`config.mk`:
```
export PLATFORM = sky130hd
export DESIGN_NAME = apb_timer_arbiter
export DESIGN_NICKNAME = d
export VERILOG_FILES = /design/src/rtl/apb_timer_arbiter.sv
export SDC_FILE = /design/constraint.sdc
export NUM_CORES = 1
export LEC_CHECK = 0
export ABC_AREA = 1
export CAP_MARGIN = 20
export CORE_ASPECT_RATIO = 1.75
export CORE_MARGIN = 5
export CORE_UTILIZATION = 44
export CTS_CLUSTER_SIZE = 25
export DETAILED_ROUTE_END_ITERATION = 7
export GPL_ROUTABILITY_DRIVEN = 1
export PLACE_DENSITY = 0.91
export SLEW_MARGIN = 20
export SYNTH_ARGS = -nofsm -noshare
export SYNTH_HDL_FRONTEND = slang
export SYNTH_SLANG_ARGS = --single-unit
```
`constraint.sdc`:
```
create_clock -name HCLK -period 2.7 [get_ports HCLK]
set_input_delay 0.54 -clock HCLK [delete_from_list [all_inputs] [get_ports HCLK]]
set_output_delay 0.54 -clock HCLK [all_outputs]
set_load 0.03 [all_outputs]
```
`src/rtl/apb_timer_arbiter.sv`:
```
// ============================================================================
// Module      : apb_timer_arbiter
// Description : Two-requester round-robin APB arbiter in front of a timer unit,
//               with an ACCESS-phase timeout that answers the requester with an error.
// Revision    : 1.0
// ============================================================================
`default_nettype none

module apb_timer_arbiter #(
    parameter int          ADDR_WIDTH = 12,
    parameter int          DATA_WIDTH = 32,
    parameter int unsigned TIMEOUT    = 255
) (
    input  logic                  HCLK,
    input  logic                  HRESETn,
    // requester 0
    input  logic                  s0_psel,
    input  logic                  s0_penable,
    input  logic                  s0_pwrite,
    input  logic [ADDR_WIDTH-1:0] s0_paddr,
    input  logic [DATA_WIDTH-1:0] s0_pwdata,
    output logic                  s0_pready,
    output logic                  s0_pslverr,
    output logic [DATA_WIDTH-1:0] s0_prdata,
    // requester 1
    input  logic                  s1_psel,
    input  logic                  s1_penable,
    input  logic                  s1_pwrite,
    input  logic [ADDR_WIDTH-1:0] s1_paddr,
    input  logic [DATA_WIDTH-1:0] s1_pwdata,
    output logic                  s1_pready,
    output logic                  s1_pslverr,
    output logic [DATA_WIDTH-1:0] s1_prdata,
    // shared port to the timer unit
    output logic                  m_psel,
    output logic                  m_penable,
    output logic                  m_pwrite,
    output logic [ADDR_WIDTH-1:0] m_paddr,
    output logic [DATA_WIDTH-1:0] m_pwdata,
    input  logic                  m_pready,
    input  logic                  m_pslverr,
    input  logic [DATA_WIDTH-1:0] m_prdata,
    // status
    output logic [1:0]            grant_o,
    output logic                  timeout_o
);

    localparam int CNT_W = $clog2(TIMEOUT + 1);

    typedef enum logic [1:0] {
        IDLE   = 2'd0,
        SETUP  = 2'd1,
        ACCESS = 2'd2,
        RESP   = 2'd3
    } state_t;

    state_t                state_q,   state_d;
    logic                  last_q,    last_d;
    logic [1:0]            grant_q,   grant_d;
    logic                  write_q,   write_d;
    logic [ADDR_WIDTH-1:0] addr_q,    addr_d;
    logic [DATA_WIDTH-1:0] wdata_q,   wdata_d;
    logic [CNT_W-1:0]      cnt_q,     cnt_d;
    logic [DATA_WIDTH-1:0] rdata_q,   rdata_d;
    logic                  slverr_q,  slverr_d;
    logic                  timeout_q, timeout_d;

    logic                  w_pick1;
    logic [CNT_W-1:0]      w_cnt_inc;
    logic                  w_busy;
    logic                  w_resp;
    logic                  w_unused;

    // Requesters follow a psel-held handshake; their penable carries no extra information.
    assign w_unused = s0_penable ^ s1_penable;

    // last_q holds the index of the requester served most recently.
    assign w_pick1   = s1_psel && (!s0_psel || !last_q);
    assign w_cnt_inc = cnt_q + 1'b1;

    always_comb begin
        state_d   = state_q;
        last_d    = last_q;
        grant_d   = grant_q;
        write_d   = write_q;
        addr_d    = addr_q;
        wdata_d   = wdata_q;
        cnt_d     = cnt_q;
        rdata_d   = rdata_q;
        slverr_d  = slverr_q;
        timeout_d = 1'b0;
        case (state_q)
            IDLE: begin
                if (s0_psel || s1_psel) begin
                    grant_d = w_pick1 ? 2'b10 : 2'b01;
                    write_d = w_pick1 ? s1_pwrite : s0_pwrite;
                    addr_d  = w_pick1 ? s1_paddr  : s0_paddr;
                    wdata_d = w_pick1 ? s1_pwdata : s0_pwdata;
                    cnt_d   = '0;
                    state_d = SETUP;
                end
            end
            SETUP: begin
                state_d = ACCESS;
            end
            ACCESS: begin
                if (m_pready) begin
                    rdata_d  = write_q ? '0 : m_prdata;
                    slverr_d = m_pslverr;
                    state_d  = RESP;
                end else begin
                    cnt_d = w_cnt_inc;
                    if (w_cnt_inc == CNT_W'(TIMEOUT)) begin
                        rdata_d   = '0;
                        slverr_d  = 1'b1;
                        timeout_d = 1'b1;
                        state_d   = RESP;
                    end
                end
            end
            RESP: begin
                last_d   = grant_q[1];
                grant_d  = 2'b00;
                rdata_d  = '0;
                slverr_d = 1'b0;
                state_d  = IDLE;
            end
            default: begin
                state_d = IDLE;
            end
        endcase
    end

    always_ff @(posedge HCLK) begin
        if (!HRESETn) begin
            state_q   <= IDLE;
            last_q    <= 1'b1;
            grant_q   <= 2'b00;
            write_q   <= 1'b0;
            addr_q    <= '0;
            wdata_q   <= '0;
            cnt_q     <= '0;
            rdata_q   <= '0;
            slverr_q  <= 1'b0;
            timeout_q <= 1'b0;
        end else begin
            state_q   <= state_d;
            last_q    <= last_d;
            grant_q   <= grant_d;
            write_q   <= write_d;
            addr_q    <= addr_d;
            wdata_q   <= wdata_d;
            cnt_q     <= cnt_d;
            rdata_q   <= rdata_d;
            slverr_q  <= slverr_d;
            timeout_q <= timeout_d;
        end
    end

    // All outputs decode from registered state only, so nothing combinational crosses the block.
    assign w_busy    = (state_q == SETUP) || (state_q == ACCESS);
    assign w_resp    = (state_q == RESP);

    assign m_psel    = w_busy;
    assign m_penable = (state_q == ACCESS);
    assign m_pwrite  = w_busy & write_q;
    assign m_paddr   = w_busy ? addr_q  : '0;
    assign m_pwdata  = w_busy ? wdata_q : '0;

    assign s0_pready  = w_resp & grant_q[0];
    assign s0_pslverr = s0_pready & slverr_q;
    assign s0_prdata  = s0_pready ? rdata_q : '0;
    assign s1_pready  = w_resp & grant_q[1];
    assign s1_pslverr = s1_pready & slverr_q;
    assign s1_prdata  = s1_pready ? rdata_q : '0;

    assign grant_o   = grant_q;
    assign timeout_o = timeout_q;

endmodule

`default_nettype wire

```
Word-level counts from Yosys, hierarchy flattened
Index checks and enable logic that the tools add are counted.

$add $sub $neg: 1. Eq/ne operators: 7. Muxes and demuxes: 25. Bitwise gates (word level): 7. Reductions and logical operators: 16.

Operators by type and width (number): 32-bit two-way mux (7); 32-bit case mux with 2 select lines (1); 12-bit two-way mux (2); 8-bit two-way mux (2); 8-bit case mux with 2 select lines (1); 2-bit two-way mux (5); 8-bit by 1-bit adder with 8-bit output, second input constant (1); 8-bit equality test, second input constant (1); 2-bit case mux with 4 select lines (1); 2-bit AND reduction (4); 2-bit nonzero test (3); 1-bit AND (5); 2-bit equality test, second input constant (2); 1-bit two-way mux (4); 2-bit inequality test, second input constant (2); 2-bit case mux with 2 select lines (1); 1-bit logical OR (3); 3-bit by 1-bit inequality test with 1-bit output, second input constant (1); 3-bit AND reduction (1); 3-bit OR reduction (1); 2-bit by 1-bit equality test with 1-bit output, second input constant (1); 1-bit logical NOT (2); 2-bit logical NOT (1); 1-bit inverter (2); other kinds (2) (2).

Register bits: 92. Input bits: 130. Output and inout port bits: 118. Word-level logic and storage cells: 66.

Longest topological paths before layout
Gate-level depths: netlist (run 1).

Depth in word-level cells: 6. Gate-level depth with buffers: 13. Mapped depth without buffers: 12.

Worst setup path after synthesis (run 1)
Ideal clock, no wire load.

Kind: register to output. Start point: register state_q[1]. End point: output port m_pwdata[11]. Arrival: 1.720 ns. Required time: 2.160 ns. Path slack: 0.440 ns. Cell stages (with the launch flop): 7. Buffers on the path: 2. Cells stage by stage: dfxtp_1 inv_1 ha_1 clkbuf_1 buf_1 nand2_1 inv_1.

Word-level cells in the longest chain between the ends: 3. Elaborated cells between the ends (all ways): 4. Classes of those cells: eq/ne (2); mux (1); reduce/logical (1).

RTL lines: from (decl) (line 57) `state_t state_q, state_d;`; from (signal assigned) (line 147) `state_q <= state_d;`; 2-bit by 1-bit equality test with 1-bit output / 2-bit equality test (equally long branches) (line 161) `assign w_busy = (state_q == SETUP) || (state_q == ACCESS);`; 1-bit logical OR (*) (line 161); net m_psel (line 35) `output logic m_psel,`; 32-bit two-way mux (*) (line 168) `assign m_pwdata = w_busy ? wdata_q : '0;`; to (decl) (line 39) `output logic [DATA_WIDTH-1:0] m_pwdata,`.

The timed path passes the listed nets; every way through them passes the cells marked *.

Worst setup path after layout (run 1)
Start point: register state_q[1]. End point: output port s0_pready.

Word-level cells in the longest chain between the ends: 2.

RTL lines: 2-bit equality test (line 162) `assign w_resp = (state_q == RESP);`; 1-bit AND (line 170) `assign s0_pready = w_resp & grant_q[0];`; to (decl) (line 22) `output logic s0_pready,`.

No other way between the ends.

==> impl_metrics.csv, run 1 <==
group,metric,value,unit
grt,first_global_vias,5331,
place,final_weighted_congestion_of_routability_driven_global_placement,0.8278,
power_and_ir_drop,power_density,857.4,mW/mm^2
worst_setup_path,timing.setup.critical_path_class,"flip-flop to output pin",
timing,clock.fmax,0.4157,GHz
worst_setup_path,setup.worst_path.start,"state_q[1]",
drt,routed_wl,15640,um
timing,period_share,89.09,%
final_layout,final-instance-count-excl-fill,1150,
worst_setup_path,arrival,1.87,ns
clocking,tritoncts,"yes",
logic_synthesis,synth-async-reset-ratio,0,%
power_and_ir_drop,power.share.sequential,31.5,%
logic_synthesis,synth.top_cell.area_share,37.37,%
final_layout,final_layout_size_suffix_gt1_share,15.32,%
power_and_ir_drop,post-layout-total-power,6.390,mW
power_and_ir_drop,power.static_leakage,3.454,nW
final_layout,count_of_antenna_diodes_in_the_layout,0,
grt,grt_start_max_net_pins,48,
logic_synthesis,netlist_area,0.004928,mm^2
logic_synthesis,yosys_register_bits,92,
clocking,cts-buffers-inserted,9,
drt,detailedRoute.firstIterationViolations,248,
timing,setup_viol,0,
power_and_ir_drop,irDropWorstVdd,0.6541,mV
final_layout,num-nets-final,1149,
logic_synthesis,mapped_nets,933,
timing,hold_violation_count_in_the_final_report,0,
timing,worst_clock_skew,0.009145,ns
final_layout,area_delta_synth_final,51.23,%
logic_synthesis,synth_top_cells_by_area,"sky130_fd_sc_hd__dfxtp_1, sky130_fd_sc_hd__nand2_1, sky130_fd_sc_hd__nor2_1",
worst_setup_path,timing.critical_path.fanout_max,5,
logic_synthesis,synth_top_cell_by_area,"sky130_fd_sc_hd__dfxtp_1",
grt,gr-usage-all-layers,21.93,%
grt,grt_remaining_overflow,0,
drt,avgRoutedWirePerCell,13.60,um
logic_synthesis,synth_top_flop_cell,"sky130_fd_sc_hd__dfxtp_1",
worst_setup_path,timing.critical_path.to_type,"output pin",
clocking,ctsHtreeMaxLevel,3,
power_and_ir_drop,net-switching-power,2.784,mW
power_and_ir_drop,internal-power,3.606,mW
grt,grt_antenna_before_repair,0,
logic_synthesis,synth.lib_cells_used.distinct,24,
run,max-cap-violations,0,
drt,drt-pass1-iter-count,4,
logic_synthesis,ys_warn_count,0,
drt,avgViaCountPerCell,4.943,
clocking,ctsRootBufferMaster,"sky130_fd_sc_hd__clkbuf_16",
clocking,cts.hold.buffers_added,0,
power_and_ir_drop,power_switching_share,43.57,%
clocking,clkSlewWorstSetupHoldPaths,0.06,ns
worst_hold_path,worstHoldPathType,"flip-flop to flip-flop",
place,detailedPlacementHpwl,11340,um
timing,finalWorstPathRequiredPeriod,2.406,ns
place,placedCellCount,1134,
timing,worst-slew-pin-transition,0.5719,ns
worst_setup_path,startpoint_type,"flip-flop",
clocking,clk_path_buf_depth,2,
clocking,clk_latency,0.34,ns
die,rows,51,
status,run_status,"completed",
worst_hold_path,hold_path.startpoint,"last_q",
die,fp.dieArea,0.01350,mm^2
die,ios,248,
timing,maxSlewHeadroom,61.74,%
logic_synthesis,synth-edff-count,0,
drt,routed-via-count,5685,
worst_setup_path,crit-reg2reg-launch,"cnt_q[0]",
die,fp.dieW,90.01,um
power_and_ir_drop,p_comb_share,49.4,%
clocking,cts.repair.resized,0,
logic_synthesis,syn-mean-instance-area,6.184,um^2
clocking,cts_num_sinks,92,
timing,tns,0,ns
worst_setup_path,critical_path_required,2.16,ns
die,coreArea,0.01104,mm^2
drt,detail_route.drc_violations,0,
logic_synthesis,seq_area_frac_synth,37.37,%
timing,maxSlewViolCount,0,
place,portBuffers,245,
power_and_ir_drop,share_clk_of_total_power,19.1,%
drt,ant_nets,0,
die,initial_core_util,44.64,%
clocking,postCtsSetupBuffers,0,
grt,grt_pass1_wl,24810,um
die,die_h,150.0,um
timing,unrepaired_setup_endpoints_after_global_routing,"false",
logic_synthesis,synth_cells,797,
power by group through the flow:
stage               clock, mW  sequential [mW]  combinational (mW)
detailed placement          0             2.03                3.18
finish                   1.22             2.01                3.15
global route             1.29             2.06                3.54
global placement            0             2.02                3.13
CTS                      1.24             2.01                3.19
floorplan                   0             1.99                2.21
synth_stat cells (2+ instances only):
| cell | instances |
|---|---|
| sky130_fd_sc_hd__a21oi_1 | 44 |
| sky130_fd_sc_hd__a21oi_2 | 2 |
| sky130_fd_sc_hd__a31oi_1 | 45 |
| sky130_fd_sc_hd__buf_1 | 4 |
| sky130_fd_sc_hd__buf_2 | 6 |
| sky130_fd_sc_hd__buf_6 | 7 |
| sky130_fd_sc_hd__clkbuf_1 | 36 |
| sky130_fd_sc_hd__dfxtp_1 | 92 |
| sky130_fd_sc_hd__ha_1 | 6 |
| sky130_fd_sc_hd__inv_1 | 99 |
| sky130_fd_sc_hd__inv_2 | 3 |
| sky130_fd_sc_hd__nand2_1 | 249 |
| sky130_fd_sc_hd__nand3_1 | 74 |
| sky130_fd_sc_hd__nand4_1 | 2 |
| sky130_fd_sc_hd__nor2_1 | 113 |
| sky130_fd_sc_hd__nor3_1 | 3 |
| sky130_fd_sc_hd__o21ai_0 | 5 |
per-stage QoR:
step / instance area (um^2) / hold WS, ns / util (%) / worst slack, ns
CTS: 7453 / 0.4768 / 67.52 / 0.2596
global route: 7453 / 0.5005 / 67.52 / 0.1808
detailed placement: 7164 / 0.4595 / 64.90 / 0.3902
finish: 7453 / 0.4681 / 67.52 / 0.2945
global placement: 7164 / 0.4548 / 64.90 / 0.4377
floorplan: 4928 / 0.4287 / - / 0.4399
worst paths after layout:
check                           slack, ns          end  cells after the start
worst max-delay path                 0.29    s0_pready                      4
worst min-delay path                 0.47       last_q                      2
worst max register to register       0.54  rdata_q[13]                     11
worst min register to register       0.47       last_q                      2
final cells by class:
class / count / area, um^2
clock buffers: 11 / 252.7
clock inverters: 5 / 36.28
fillers: 989 / 3586
inverters: 102 / 382.9
multi-input cells: 550 / 2457
flip-flops and latches: 92 / 1842
well taps: 132 / 165.2
repair buffers: 258 / 2317
placed cells by master, fill, tap and decap left out, types with 4 or more instances in the layout:
master	count
sky130_fd_sc_hd__nand2_1	248
sky130_fd_sc_hd__clkdlybuf4s50_1	132
sky130_fd_sc_hd__buf_4	122
sky130_fd_sc_hd__nor2_1	111
sky130_fd_sc_hd__inv_1	99
sky130_fd_sc_hd__dfxtp_1	92
sky130_fd_sc_hd__nand3_1	74
sky130_fd_sc_hd__a31oi_1	45
sky130_fd_sc_hd__a21oi_1	44
sky130_fd_sc_hd__clkbuf_16	9
sky130_fd_sc_hd__ha_1	6
sky130_fd_sc_hd__o21ai_0	5
sky130_fd_sc_hd__buf_12	4
state kept, by name, summed over array words and instances (netlist names):
name / count
timeout_o: 1
addr_q: 12
wdata_q: 32
cnt_q: 8
slverr_q: 1
write_q: 1
state_q: 2
grant_o: 2
last_q: 1
rdata_q: 32
logic make-up after synthesis:
family,synth area share [%]
AND/OR/NAND/NOR,36.33
buffers and inverters,13.02
AO/OA/AOI/OAI,11.75
flip-flops,37.37
adder cells (fa/ha/maj),1.523
critical path, cell delays in order (launching register included):
cell and delay (ns):
sky130_fd_sc_hd__dfxtp_1 0.39, sky130_fd_sc_hd__ha_1 0.26, sky130_fd_sc_hd__nand2_1 0.13, sky130_fd_sc_hd__inv_1 0.08
sky130_fd_sc_hd__clkdlybuf4s50_1 0.68
metal layers:
metal  wire [um]  vias up  track usage, %
met5           0        -               0
met4         592        0           10.21
met3        1197       40           5.332
met2        8071      233           40.18
met1        5775     2501           23.40
li1            -     2911               -
No activity file was read; power rests on OpenSTA's default activity.
==> run 2: changes to the inputs <==
- ABC_AREA: 1 -> not set
- CORE_UTILIZATION: 44 -> 43
==> run 2 against run 1 <==
The flow now finishes with violations (DRC). Cell area shrank 2.7%. Sequential share of layout area grew 0.70 points. Clock power grew 6%. Combinational power shrank 28%. Critical endpoint is now m_penable. Highest routed layer unchanged.
==> impl_metrics.csv, run 2 <==
group,metric,value,unit
drt,routed_wl,16120,um
die,fp.dieArea,0.01301,mm^2
worst_setup_path,rr_worst_depth,7,
worst_hold_path,whs_path_depth,2,
clocking,clk_path_buf_depth,2,
die,die_h,147.2,um
drt,avgViaCountPerCell,5.818,
logic_synthesis,synth.top_cells.by_count,"sky130_fd_sc_hd__dfxtp_1, sky130_fd_sc_hd__and3_1, sky130_fd_sc_hd__nor2_1, sky130_fd_sc_hd__clkbuf_1, sky130_fd_sc_hd__and2_1",
drt,detailedRoute.firstIterationViolations,362,
clocking,ctsHtreeMaxLevel,3,
timing,hold_violation_count_in_the_final_report,0,
power_and_ir_drop,power_density,735.6,mW/mm^2
place,final_weighted_congestion_of_routability_driven_global_placement,0.9177,
timing,unrepaired_setup_endpoints_after_global_routing,"false",
worst_setup_path,worst_r2r_endpoint,"rdata_q[31]",
worst_setup_path,arrival,1.93,ns
final_layout,num-nets-final,902,
grt,global_route.usage.met1,24.97,%
power_and_ir_drop,irDropWorstVdd,0.4591,mV
drt,drt-pass1-iter-count,8,
status,violations,"DRC",
timing,maxSlewHeadroom,57.76,%
logic_synthesis,synth-async-reset-ratio,0,%
place,portBuffers,245,
worst_setup_path,critical_path.cell_chain,"inv_1, ha_1, clkdlybuf4s50_1",
final_layout,commonest_non_fill_non_tap_cell_in_the_layout,"sky130_fd_sc_hd__clkdlybuf4s50_1",
timing,final.hold.worst_slack,0.5154,ns
worst_setup_path,crit-reg2reg-launch,"cnt_q[0]",
worst_setup_path,critical_path_required,2.16,ns
clocking,clk_latency,0.34,ns
die,ios,248,
logic_synthesis,synth_top_cells_by_area,"sky130_fd_sc_hd__dfxtp_1, sky130_fd_sc_hd__a222oi_1, sky130_fd_sc_hd__and3_1",
grt,use_met2,41.94,%
worst_setup_path,crit_slowest_cell,"sky130_fd_sc_hd__clkdlybuf4s50_1",
grt,grt_pass1_wl,24640,um
logic_synthesis,seq_area_frac_synth,39.82,%
final_layout,final_layout_size_suffix_gt1_share,21.01,%
worst_setup_path,critical_path_cell_count,3,
timing,worst-slew-pin-transition,0.6337,ns
worst_hold_path,worstHoldPathType,"flip-flop to flip-flop",
logic_synthesis,synth_cells,552,
drt,detail_route.drc_violations,4,
logic_synthesis,netlist_area,0.004626,mm^2
worst_setup_path,setup.worst_path.start,"state_q[0]",
timing,setup_viol,0,
final_layout,count_of_antenna_diodes_in_the_layout,0,
die,fp.dieW,88.41,um
final_layout,area_delta_synth_final,56.72,%
clocking,clkSlewWorstSetupHoldPaths,0.07,ns
timing,maxSlewViolCount,0,
grt,use_met3,5.219,%
logic_synthesis,synthMostInstantiatedCell,"sky130_fd_sc_hd__dfxtp_1",
logic_synthesis,yosys_register_bits,92,
final_layout,final_core_utilization,68.16,%
logic_synthesis,synth_top_flop_cell,"sky130_fd_sc_hd__dfxtp_1",
clocking,cts.hold.buffers_added,0,
worst_setup_path,critPathBufInv,2,
die,coreArea,0.01064,mm^2
grt,grt_remaining_overflow,0,
clocking,cts_num_sinks,92,
grt,gr-usage-all-layers,23.36,%
worst_setup_path,r2r_slack,0.26,ns
status,run_status,"finished, violations left",
power_and_ir_drop,power.static_leakage,3.124,nW
worst_setup_path,critical-path-top-delay-family,"buffers and inverters",
grt,first_global_vias,5148,
grt,grt_antenna_before_repair,0,
logic_synthesis,synth_top_cell_by_area,"sky130_fd_sc_hd__dfxtp_1",
logic_synthesis,syn-mean-instance-area,8.380,um^2
place,detailedPlacementHpwl,11980,um
final_layout,registers_with_the_most_flip_flops,"rdata_q x32, wdata_q x32, addr_q x12",
clocking,cts-buffers-inserted,9,
timing,tns,0,ns
worst_setup_path,startpoint_type,"flip-flop",
final_layout,final_cell_mix,"sky130_fd_sc_hd__clkdlybuf4s50_1, sky130_fd_sc_hd__buf_4, sky130_fd_sc_hd__dfxtp_1",
clocking,ctsRootBufferMaster,"sky130_fd_sc_hd__clkbuf_16",
grt,grt_start_max_net_pins,69,
worst_setup_path,worst_path_largest_cell_delay,0.76,ns
die,rows,50,
clocking,cts.repair.resized,0,
clocking,postCtsSetupBuffers,0,
timing,finalWorstPathRequiredPeriod,2.467,ns
worst_setup_path,timing.setup.critical_path_class,"flip-flop to output pin",
drt,routed-via-count,5242,
grt,grt_most_used_layer,"met2",
timing,worst_clock_skew,0.009213,ns
logic_synthesis,ys_warn_count,0,
worst_setup_path,timing.critical_path.to,"m_penable",
logic_synthesis,synth.lib_cells_used.distinct,47,
die,initial_core_util,43.49,%
drt,avgRoutedWirePerCell,17.89,um
logic_synthesis,synth.top_cell.area_share,39.82,%
timing,period_share,91.36,%
drt,ant_nets,0,
run,max-cap-violations,0,
logic_synthesis,mapped_nets,688,
worst_setup_path,timing.critical_path.to_type,"output pin",
final_layout,fillerInstances,845,
clocking,tritoncts,"yes",
logic_synthesis,synth-edff-count,0,
timing,clock.fmax,0.4054,GHz
worst_setup_path,timing.critical_path.fanout_max,9,
-- run 2: changes by cell type after synthesis, sizes merged, moves of 49 or more --
cell	before	now
nand2	251	43
inv	102	7
and3	0	70
nand3	75	6
nor2	114	60
and2	0	49
-- run 2: layout make-up --
type / count / area (um^2) / share of cell area (%)
Multi-Input combinational cell: 397 / 2571 / 35.47
Clock buffer: 11 / 252.7 / 3.486
Tap cell: 130 / 162.7 / 2.244
Clock inverter: 5 / 60.06 / 0.8284
Timing Repair Buffer: 259 / 2335 / 32.21
Sequential cell: 92 / 1842 / 25.41
Inverter: 7 / 26.28 / 0.3624
-- run 2: cell families (layout without fill, tap and decap cells) --
family	after synthesis	in the layout	synth area share, %
DFF	92	92	39.82
and+or+nand+nor	244	244	27.78
buffers and inverters	63	282	5.653
xor gates and xnor gates	1	1	0.1894
adders and majority gates	6	6	1.623
AOI/OAI and AO/OA	146	146	24.94
-- run 2: worst register-to-register path: stages, from the launching register on --
cell	delay [ns]
sky130_fd_sc_hd__dfxtp_1	0.44
sky130_fd_sc_hd__ha_1	0.37
sky130_fd_sc_hd__nand3_2	0.13
sky130_fd_sc_hd__or3_1	0.36
sky130_fd_sc_hd__a32o_2	0.29
sky130_fd_sc_hd__o31ai_4	0.17
sky130_fd_sc_hd__buf_4	0.37
sky130_fd_sc_hd__a311oi_1	0.16
-- run 2: metal layers --
metal | vias up | share of wire [%] | routed length [um]
met2 | 271 | 52 | 8346
met1 | 2431 | 36 | 5744
met4 | 0 | 3.9 | 627
met3 | 41 | 8.7 | 1400
met5 | - | 0 | 0
li1 | 2499 | - | -
-- run 2: per-stage QoR --
stage          total power [mW]  instance area, um^2  cells  setup WS (ns)
3_3_place_gp              3.967                 6937    885         0.3263
5_1_grt                   5.639                 7249    901         0.1000
6_report                  5.333                 7249    901         0.2332
2_1_floorplan             3.209                 4626    552         0.4828
4_1_cts                   5.386                 7249    901         0.1985
3_5_place_dp              4.070                 6937    885         0.2989
-- run 2: worst min path at each step --
stage                from          to  slack [ns]
2_1_floorplan      last_q      last_q        0.46
3_3_place_gp     cnt_q[5]    cnt_q[5]        0.48
3_5_place_dp   wdata_q[7]  wdata_q[7]        0.50
4_1_cts          cnt_q[7]    cnt_q[7]        0.52
5_1_grt          cnt_q[7]    cnt_q[7]        0.54
6_report       wdata_q[7]  wdata_q[7]        0.52
-- run 2: report_power, final --
part / internal, mW / switching, mW
clock: 0.769 / 0.522
combinational: 0.883 / 1.38
sequential: 1.61 / 0.165
total: 3.27 / 2.07
==> run 3: changes to the inputs <==
==> constraint.sdc (replaced) <==
create_clock -name HCLK -period 2.7 [get_ports HCLK]
set_input_delay 0.405 -clock HCLK [delete_from_list [all_inputs] [get_ports HCLK]]
set_output_delay 0.405 -clock HCLK [all_outputs]
set_load 0.03 [all_outputs]
==> run 3 against run 2 <==
The flow now finishes without violations. First-iteration DRC count shrank 3.6%. Clock power shrank 6%. Non-clock buffer count shrank 2. Worst setup slack gained 0.069 ns. Wire length shrank 1.8%. Register-to-register slack gained 0.04 ns. Sequential share of layout area grew 0.15 points. Critical path depth grew 4. Clock-buffer cell count is the same. Cell area shrank 0.57%. Critical path type is now flip-flop to flip-flop. Critical endpoint is now rdata_q[12]. Highest routed layer unchanged.
==> impl_metrics.csv, run 3 (synthesis gave the netlist of run 2 again) <==
group,metric,value,unit
drt,routed_wl,15820,um
die,fp.dieArea,0.01301,mm^2
grt,first_global_vias,5015,
worst_setup_path,startpoint_type,"flip-flop",
timing,period_share,88.81,%
timing,unrepaired_setup_endpoints_after_global_routing,"false",
clocking,clkSlewWorstSetupHoldPaths,0.06,ns
drt,detail_route.drc_violations,0,
worst_setup_path,worst_path_largest_cell_delay,0.44,ns
clocking,postCtsSetupBuffers,0,
worst_setup_path,critical_path_required,2.88,ns
final_layout,final_layout_size_suffix_gt1_share,20.31,%
place,portBuffers,245,
power_and_ir_drop,irDropWorstVdd,0.6513,mV
timing,setup_viol,0,
worst_setup_path,timing.critical_path.fanout_max,33,
grt,grt_start_max_net_pins,70,
worst_setup_path,arrival,2.58,ns
die,fp.dieW,88.41,um
die,rows,50,
timing,finalWorstPathRequiredPeriod,2.398,ns
power_and_ir_drop,power_density,728.9,mW/mm^2
grt,grt_remaining_overflow,0,
drt,routed-via-count,5275,
drt,detailedRoute.firstIterationViolations,349,
clocking,ctsHtreeMaxLevel,3,
clocking,ctsRootBufferMaster,"sky130_fd_sc_hd__clkbuf_16",
status,run_status,"completed",
worst_setup_path,critical-path-top-delay-family,"compound AO/OA/AOI/OAI gates",
clocking,tritoncts,"yes",
drt,ant_nets,0,
timing,hold_violation_count_in_the_final_report,0,
final_layout,num-nets-final,900,
grt,grt_antenna_before_repair,0,
worst_setup_path,crit_slowest_cell,"sky130_fd_sc_hd__dfxtp_1",
die,ios,248,
clocking,cts_num_sinks,92,
grt,grt_pass1_wl,24230,um
timing,tns,0,ns
place,detailedPlacementHpwl,11730,um
timing,maxSlewViolCount,0,
worst_setup_path,critPathBufInv,1,
power_and_ir_drop,power.static_leakage,3.096,nW
timing,worst-slew-pin-transition,0.6731,ns
drt,avgViaCountPerCell,5.874,
worst_setup_path,critical_path.cell_chain,"ha_1, nand3_2, or3_1, a32o_2, o31ai_4, buf_4, a311oi_1",
final_layout,area_delta_synth_final,55.83,%
clocking,cts.repair.resized,0,
drt,avgRoutedWirePerCell,17.62,um
final_layout,registers_with_the_most_flip_flops,"rdata_q x32, wdata_q x32, addr_q x12",
run,max-cap-violations,0,
place,final_weighted_congestion_of_routability_driven_global_placement,0.8348,
die,initial_core_util,43.49,%
worst_hold_path,worstHoldPathType,"flip-flop to flip-flop",
drt,drt-pass1-iter-count,7,
clocking,cts.hold.buffers_added,0,
final_layout,final_cell_mix,"sky130_fd_sc_hd__clkdlybuf4s50_1, sky130_fd_sc_hd__buf_4, sky130_fd_sc_hd__dfxtp_1",
timing,final.hold.worst_slack,0.5154,ns
grt,gr-usage-all-layers,23.13,%
worst_setup_path,timing.critical_path.to_type,"flip-flop",
die,coreArea,0.01064,mm^2
clocking,clk_latency,0.34,ns
die,die_h,147.2,um
final_layout,final_core_utilization,67.78,%
clocking,clk_path_buf_depth,2,
timing,worst_clock_skew,0.007662,ns
final_layout,commonest_non_fill_non_tap_cell_in_the_layout,"sky130_fd_sc_hd__clkdlybuf4s50_1",
worst_setup_path,timing.setup.critical_path_class,"flip-flop to flip-flop",
timing,clock.fmax,0.4171,GHz
final_layout,count_of_antenna_diodes_in_the_layout,0,
timing,maxSlewHeadroom,55.07,%
clocking,cts-buffers-inserted,9,
run 3: worst paths after layout:
kind                     from           to  slack [ns]  depth (start not counted)
setup / recovery     cnt_q[0]  rdata_q[12]        0.30                          7
hold reg to reg   wdata_q[26]  wdata_q[26]        0.52                          2
setup reg to reg     cnt_q[0]  rdata_q[12]        0.30                          7
hold / removal    wdata_q[26]  wdata_q[26]        0.52                          2
run 3: layer usage:
layer	track usage (%)	wire, um	vias to the layer above
li1	-	-	2489
met1	24.55	5397	2446
met2	41.19	8194	293
met3	5.892	1596	47
met4	11.04	635	0
met5	0	0	-
run 3: through the flow:
step	worst slack [ns]	cell area, um^2	total power [mW]	std cells
2_1_floorplan	0.6071	4626	3.209	552
3_3_place_gp	0.3422	6924	3.962	883
3_5_place_dp	0.2642	6924	4.059	883
4_1_cts	0.3049	7208	5.287	898
5_1_grt	0.1361	7208	5.567	898
6_report	0.3022	7208	5.254	898
run 3: final cells by class:
class | instances | area (um^2)
Fill cell | 874 | 3427
Multi-Input combinational cell | 397 | 2571
Clock inverter | 4 | 51.30
Tap cell | 130 | 162.7
Clock buffer | 11 | 232.7
Inverter | 7 | 26.28
Timing Repair Buffer | 257 | 2322
Sequential cell | 92 | 1842
run 3: worst register-to-register path, delay by kind of cell, from the launching register on:
kind	cells	cell delay (ns)
AO/OA/AOI/OAI	3	0.63
AND/OR/NAND/NOR	2	0.46
flip-flops	1	0.44
adder cells (fa/ha/maj)	1	0.36
buffers and inverters	1	0.36
run 3: where the power goes:
part	switching (mW)	total [mW]	internal, mW	leakage, nW
registers	0.180	1.79	1.61	0.750
clock network	0.501	1.21	0.713	0.136
logic	1.36	2.25	0.881	2.21
total	2.05	5.25	3.21	3.10
